File: src/rtl/core_sequencer.sv
// core_sequencer - multi-cycle control FSM of the ucrv32 core.
//
// Walks every instruction through FETCH, DECODE, EXECUTE, optional MEM and WB,
// with a TRAP detour for illegal instructions, ecalls and misaligned targets.
// Owns the PC and the instruction register.
//
// Ports:
//   clk_i, rst_i            clock, synchronous active-high reset
//   imem_req_o/addr_o       instruction fetch request, address (= pc_o)
//   imem_ack_i/rdata_i      fetch completion and fetched word
//   instruction_o           instruction register, feeds the decoder
//   dec_*_i                 decoder results for instruction_o
//   branch_taken_i          ALU compare result
//   alu_result_i            ALU output (JALR target source)
//   dmem_req_o/we_o/ack_i   data memory handshake (we: 1 = store)
//   rf_we_o, rf_wsel_o      register-file write strobe and data select
//                           (0 = ALU, 1 = memory, 2 = pc+4)
//   pc_o                    current PC
//   retire_o                one-cycle pulse per completed instruction
//   trap_o, trap_cause_o    trap pulse; cause (0 illegal, 1 ecall,
//                           2 misaligned) held until the next trap
module core_sequencer #(
  parameter logic [31:0] RESET_PC = 32'h0000_0000,
  parameter logic [31:0] TRAP_PC  = 32'h0000_0100
) (
  input  logic        clk_i,
  input  logic        rst_i,
  output logic        imem_req_o,
  output logic [31:0] imem_addr_o,
  input  logic        imem_ack_i,
  input  logic [31:0] imem_rdata_i,
  output logic [31:0] instruction_o,
  input  logic [6:0]  dec_opcode_i,
  input  logic [4:0]  dec_rd_i,
  input  logic [31:0] dec_immediate_i,
  input  logic        dec_exception_i,
  input  logic        dec_jal_i,
  input  logic        dec_branch_i,
  input  logic        dec_reg2mem_i,
  input  logic        dec_mem2reg_i,
  input  logic        dec_alu_writeback_i,
  input  logic        dec_syscall_i,
  input  logic        branch_taken_i,
  input  logic [31:0] alu_result_i,
  output logic        dmem_req_o,
  output logic        dmem_we_o,
  input  logic        dmem_ack_i,
  output logic        rf_we_o,
  output logic [1:0]  rf_wsel_o,
  output logic [31:0] pc_o,
  output logic        retire_o,
  output logic        trap_o,
  output logic [1:0]  trap_cause_o
);

  localparam logic [6:0] OPC_JALR = 7'b1100111;

  localparam logic [1:0] CAUSE_ILLEGAL    = 2'd0;
  localparam logic [1:0] CAUSE_ECALL      = 2'd1;
  localparam logic [1:0] CAUSE_MISALIGNED = 2'd2;

  localparam logic [1:0] WSEL_ALU = 2'd0;
  localparam logic [1:0] WSEL_MEM = 2'd1;
  localparam logic [1:0] WSEL_PC4 = 2'd2;

  typedef enum logic [2:0] {
    S_IDLE,
    S_FETCH,
    S_DECODE,
    S_EXECUTE,
    S_MEM,
    S_WB,
    S_TRAP
  } state_t;

  state_t      state_q, state_d;
  logic [31:0] pc_q;
  logic [31:0] instr_q;
  logic [31:0] next_pc_q;
  logic [1:0]  cause_q, cause_d;

  logic [31:0] next_pc_calc;
  logic        is_jalr;
  logic        misaligned;
  logic        mem_op;
  logic        rf_write;

  // Target selection. JALR takes priority so a decoder that also raises
  // dec_jal_i for JALR still gets the register-relative target.
  always_comb begin
    is_jalr      = (dec_opcode_i == OPC_JALR);
    next_pc_calc = pc_q + 32'd4;
    if (is_jalr) begin
      next_pc_calc = alu_result_i & ~32'h1;
    end else if (dec_jal_i) begin
      next_pc_calc = pc_q + dec_immediate_i;
    end else if (dec_branch_i && branch_taken_i) begin
      next_pc_calc = pc_q + dec_immediate_i;
    end
    misaligned = |next_pc_calc[1:0];
    mem_op     = dec_reg2mem_i | dec_mem2reg_i;
    rf_write   = (dec_alu_writeback_i | dec_mem2reg_i) && (dec_rd_i != 5'd0);
  end

  always_ff @(posedge clk_i) begin
    if (rst_i) begin
      state_q <= S_IDLE;
      cause_q <= CAUSE_ILLEGAL;
    end else begin
      state_q <= state_d;
      cause_q <= cause_d;
    end
  end

  // The trap cause is captured on the transition into TRAP so it is already
  // valid while trap_o pulses.
  always_comb begin
    state_d      = state_q;
    cause_d      = cause_q;
    imem_req_o   = 1'b0;
    dmem_req_o   = 1'b0;
    dmem_we_o    = 1'b0;
    rf_we_o      = 1'b0;
    rf_wsel_o    = WSEL_ALU;
    retire_o     = 1'b0;
    trap_o       = 1'b0;
    case (state_q)
      S_IDLE: begin
        state_d = S_FETCH;
      end
      S_FETCH: begin
        imem_req_o = 1'b1;
        if (imem_ack_i) state_d = S_DECODE;
      end
      S_DECODE: begin
        if (dec_exception_i) begin
          state_d = S_TRAP;
          cause_d = CAUSE_ILLEGAL;
        end else if (dec_syscall_i) begin
          state_d = S_TRAP;
          cause_d = CAUSE_ECALL;
        end else begin
          state_d = S_EXECUTE;
        end
      end
      S_EXECUTE: begin
        if (misaligned) begin
          state_d = S_TRAP;
          cause_d = CAUSE_MISALIGNED;
        end else if (mem_op) begin
          state_d = S_MEM;
        end else begin
          state_d = S_WB;
        end
      end
      S_MEM: begin
        dmem_req_o = 1'b1;
        dmem_we_o  = dec_reg2mem_i;
        if (dmem_ack_i) state_d = S_WB;
      end
      S_WB: begin
        retire_o = 1'b1;
        rf_we_o  = rf_write;
        if (rf_write) begin
          if (is_jalr || dec_jal_i) begin
            rf_wsel_o = WSEL_PC4;
          end else if (dec_mem2reg_i) begin
            rf_wsel_o = WSEL_MEM;
          end else begin
            rf_wsel_o = WSEL_ALU;
          end
        end
        state_d = S_FETCH;
      end
      S_TRAP: begin
        trap_o  = 1'b1;
        state_d = S_FETCH;
      end
      default: begin
        state_d = S_IDLE;
      end
    endcase
  end

  // PC, instruction register and the target computed in EXECUTE. The PC only
  // moves in WB or TRAP, so a misaligned target never reaches pc_o.
  always_ff @(posedge clk_i) begin
    if (rst_i) begin
      pc_q      <= RESET_PC;
      instr_q   <= 32'd0;
      next_pc_q <= RESET_PC;
    end else begin
      if (state_q == S_FETCH && imem_ack_i) instr_q <= imem_rdata_i;
      if (state_q == S_EXECUTE) next_pc_q <= next_pc_calc;
      if (state_q == S_WB) pc_q <= next_pc_q;
      if (state_q == S_TRAP) pc_q <= TRAP_PC;
    end
  end

  assign pc_o          = pc_q;
  assign imem_addr_o   = pc_q;
  assign instruction_o = instr_q;
  assign trap_cause_o  = cause_q;

endmodule

File: config.mk
export PLATFORM = sky130hd
export DESIGN_NAME = core_sequencer
export DESIGN_NICKNAME = d
export VERILOG_FILES = /design/src/rtl/core_sequencer.sv
export SDC_FILE = /design/constraint.sdc
export NUM_CORES = 1
export LEC_CHECK = 0
export CAP_MARGIN = 20
export CELL_PAD_IN_SITES_DETAIL_PLACEMENT = 1
export CELL_PAD_IN_SITES_GLOBAL_PLACEMENT = 1
export CORE_AREA = 2 2 147 149
export DETAILED_ROUTE_END_ITERATION = 8
export DIE_AREA = 0 0 149 151
export PLACE_DENSITY = 0.89
export SYNTH_ARGS = -nofsm -noshare
export SYNTH_HDL_FRONTEND = slang
export SYNTH_SLANG_ARGS = --single-unit
File: constraint.sdc
create_clock -name clk_i -period 3.9 [get_ports clk_i]
set_clock_uncertainty 0.05 [all_clocks]
set_input_delay 0.39 -clock clk_i [delete_from_list [all_inputs] [get_ports clk_i]]
set_output_delay 0.39 -clock clk_i [all_outputs]
set_load 0.005 [all_outputs]
==> results.rst <==
.. list-table::
   :header-rows: 1

   * - Metric
     - Value
   * - Switching Power
     - 0.761 mW
   * - Reg-to-Reg Start
     - imem_addr_o[0]
   * - Detailed-router iteration count before antenna repair
     - 5
   * - First-pass GRT wire length
     - ~40 mm
   * - Area added between synthesis and finish
     - 40.1%
   * - Pwr/cell area
     - between 200 and 300 mW/mm^2
   * - Hold buffer count at cts
     - 0
   * - Post-CTS Setup Repair Bufs
     - 0
   * - Initial cell density of the core
     - 31.8%
   * - Max-slew violation total from the final report
     - 0
   * - Port Buffers
     - approximately 220
   * - Half-perimeter wire length after placement
     - 19.1 mm
   * - Clock tree from TritonCTS
     - built
   * - Final core utilization
     - 44.6%
   * - Overall die area
     - 0.0225 mm^2
   * - Post-synthesis sequential area ratio
     - slightly above 30%
   * - Reg2reg setup slack
     - 0.52 ns
   * - Max Fanout on Critical Path
     - 4
   * - Number of design rule violations left after detail routing
     - 0
   * - Internal Dissipation
     - around 1.9 mW
   * - Arrival time of the worst setup path
     - 3.60 ns
   * - Clock latency on the worst-skew pair
     - approximately 0.36 ns
   * - Number of hold-slack violations in the final timing report
     - 0
   * - Post-DP Area
     - 0.00897 mm^2
   * - Post-synth top flop
     - dfxtp_1
   * - Critical register-to-register path endpoint
     - next_pc_q[28]
   * - Max cap viols
     - 0
   * - Final WS setup
     - 0.473 ns
   * - Clk pin slew, worst setup/hold paths
     - approximately 0.08 ns
   * - Setup crit start kind
     - input pin
   * - # fillers
     - 2566
   * - Clock root buffer
     - clkbuf_16
   * - Worst slew margin relative to its limit
     - 44.3%
   * - Worst slack, placed
     - 0.282 ns
   * - Number of antenna violations at the first check in global routing
     - 1
   * - Yosys reg bits
     - around 100
   * - Final Cycle Share
     - 87.9%
   * - Unique cell type count in the Yosys netlist
     - 65
   * - Number of cells traversed by the worst register-to-register path
     - 10
   * - Reg power frac
     - 42.5%
   * - First DRT Iteration DRCs
     - 362
   * - Number of placed I/O pins
     - 226
   * - # placed instances
     - 1350
   * - Type of the worst min-delay path
     - in -> reg
   * - Unrepaired setup endpoints after global routing
     - no
   * - Max rail drop VDD
     - 0.195 mV
   * - Number of warning messages in the yosys log
     - 0
   * - Cell Chain, Critical Path
     - clkdlybuf4s50_1 > ha_1 > fa_1 > a21oi_1 > o21ai_0 > a21boi_1 > nor3_1 > o311a_1 > o21bai_1 > a31oi_1 > a2111oi_0
   * - Post-Syn Area per Cell
     - 7.27 um^2
   * - EDFF count, synth
     - 0
   * - Maximum number of pins on one net before global-route repair
     - 39
   * - Die Y-Extent
     - 151 um
   * - Synthesized Nets
     - 1065
   * - Number of global-route vias before repair
     - about 7.6k
   * - Total grt overflow
     - 0
   * - Non-filler instance count after layout
     - 1369
   * - Gate count of the mapped netlist
     - around 910
   * - Capturing element type of the critical path
     - flop
   * - Average via count per standard cell
     - around 5.4
   * - Mean routed wirelength per cell
     - 18.8 um
   * - Setup Total Neg Slack
     - 0 ns
   * - Final layout net count
     - 1240
   * - DRT antenna net count
     - 0
   * - Relative contribution of combinational cells to total power
     - 21.3%
   * - CP peak stage delay
     - 0.47 ns
   * - Area of all placed cells without fillers
     - 0.00929 mm^2
   * - Total standard cell area after synthesis
     - 0.00663 mm^2
   * - Cts repair resizes
     - 0
   * - Switching part of the total power
     - 28.9%
   * - Die outline width
     - roughly 150 um
   * - Leakage power total
     - between 3 and 4 nW
   * - Clock group share of total power
     - 36.2%
   * - Hold worst-path end
     - next_pc_q[26]
   * - Final setup violation count
     - 0
   * - Tot GR Track Use
     - 22.3%
   * - Hold Crit Depth
     - 2
   * - Total via count in the routed design
     - 7411
   * - Clk buf depth
     - 2
   * - CTS H-Tree Depth
     - 3
   * - Standard-cell row count
     - 53
   * - CORE AREA
     - 0.0208 mm^2
   * - Layout cell share with drive strength beyond 1
     - ~4.4%
   * - Number of sinks driven by the clock tree
     - between 100 and 150
   * - Max Clock Freq
     - around 0.29 GHz
   * - Final Critical Period
     - between 3 and 4 ns
   * - Worst setup path category
     - in -> reg
   * - Result of the run
     - finished clean
   * - Worst Hold Launch
     - rst_i
   * - Routability-driven placement congestion ratio
     - 0.888
   * - CP max-delay cell
     - a21boi_1
   * - Least-Margin Pin Slew
     - 0.832 ns
   * - Fraction of registers with async set or reset after synthesis
     - 0%
   * - Cts bufs inserted
     - 9
   * - Data required time at the worst endpoint
     - around 4 ns
   * - Routed WL
     - 25.8 mm
==> cells by family after synthesis <==
logic type | share of synthesized area [%]
mux | 0.604
fa+ha+maj | 6.34
buf+inv | 7.15
flops | 30.5
xor+xnor | 6.34
compound gates | 23.9
simple gates | 25.1
==> power groups by stage <==
stage          sequential (mW)  clock (mW)  combinational, mW
2_1_floorplan             1.14           0              0.261
3_3_place_gp              1.14           0              0.533
3_5_place_dp              1.14           0              0.555
4_1_cts                   1.12       0.974              0.559
5_1_grt                   1.13        1.01              0.612
6_report                  1.12       0.953              0.562
==> how the worst max path moves through the flow <==
stage                              from            end  cells past startpoint
floorplan               imem_addr_o[14]  next_pc_q[31]                     10
global placement    dec_immediate_i[14]  next_pc_q[31]                     11
detailed placement  dec_immediate_i[15]  next_pc_q[30]                     11
CTS                  dec_immediate_i[0]  next_pc_q[28]                     11
global route         dec_immediate_i[0]  next_pc_q[28]                     11
finish               dec_immediate_i[0]  next_pc_q[28]                     11
==> per-layer routing <==
layer	track usage, %	vias up	routed length [um]
met5	0	-	0
met4	7.57	0	705
met3	4.55	50	1610
met2	39.1	249	12700
met1	27.3	3578	10700
li1	-	3534	-
==> state kept, by name, summed over array words and instances, names as in the netlist <==
name,flops
imem_addr_o,32
trap_cause_o,2
instruction_o,32
next_pc_q,32
state_q,3
==> layout make-up <==
| class | count | area, um^2 | share of cell area (%) |
|---|---|---|---|
| antenna | 2 | 5.00 | 0.0539 |
| clock buffer | 9 | 225 | 2.42 |
| clock inverter | 7 | 81.3 | 0.875 |
| inverter | 9 | 33.8 | 0.364 |
| multi-input combinational | 719 | 4140 | 44.6 |
| sequential | 101 | 2020 | 21.8 |
| tap | 275 | 344 | 3.70 |
| timing repair buffer | 247 | 2440 | 26.2 |
==> cell usage after synthesis, types with 6 or more instances <==
| master | n | share of area (%) |
|---|---|---|
| o211ai_1 | 13 | 1.5 |
| a21oi_1 | 122 | 9.2 |
| xor2_1 | 22 | 2.9 |
| a211oi_1 | 8 | 0.91 |
| a31oi_1 | 10 | 0.94 |
| a21o_1 | 18 | 2.0 |
| nor2_1 | 66 | 3.7 |
| clkbuf_1 | 45 | 2.5 |
| nand2_1 | 199 | 11 |
| or3_1 | 7 | 0.66 |
| inv_1 | 8 | 0.45 |
| nand4_1 | 11 | 1.0 |
| o31ai_1 | 7 | 0.79 |
| and3_1 | 6 | 0.57 |
| o21bai_1 | 6 | 0.68 |
| dfxtp_1 | 101 | 30 |
| ha_1 | 32 | 6.0 |
| o21ai_1 | 6 | 0.45 |
| xnor2_1 | 26 | 3.4 |
| nand3_1 | 21 | 1.6 |
| buf_4 | 32 | 3.6 |
| o21ai_0 | 25 | 1.9 |
| nor3_1 | 33 | 2.5 |
==> cells in the final DEF (no fill, tap or decap), types with 4 or more instances in the layout <==
cell,count
or3_1,7
nor2_1,66
buf_4,21
o211ai_1,13
dfxtp_1,101
and2_1,5
and3_1,6
nand3_1,21
a21oi_1,121
o21ai_0,25
a21o_1,18
ha_1,32
o21bai_1,6
a211oi_1,8
o21a_1,5
inv_1,8
xor2_1,22
nor2b_1,4
xnor2_1,26
clkbuf_16,9
nand4_1,11
clkdlybuf4s50_1,223
nand2_1,199
mux2i_1,4
nor4_1,4
o31ai_1,7
o21ai_1,6
a31oi_1,10
and4_1,4
nor3_1,32
==> stage by stage <==
stage               total power, mW  hold slack, ns
floorplan                      1.40           0.379
global placement               1.67           0.388
detailed placement             1.70           0.395
CTS                            2.65           0.352
global route                   2.75           0.393
finish                         2.63           0.365
==> critical path, delay by kind of cell <==
kind,cells,cell delay (ns)
AO/OA/AOI/OAI,7,1.95
adder cells (fa/ha/maj),2,0.65
buffers and inverters,1,0.40
AND/OR/NAND/NOR,1,0.21
Power figures use the tool's default switching activity.
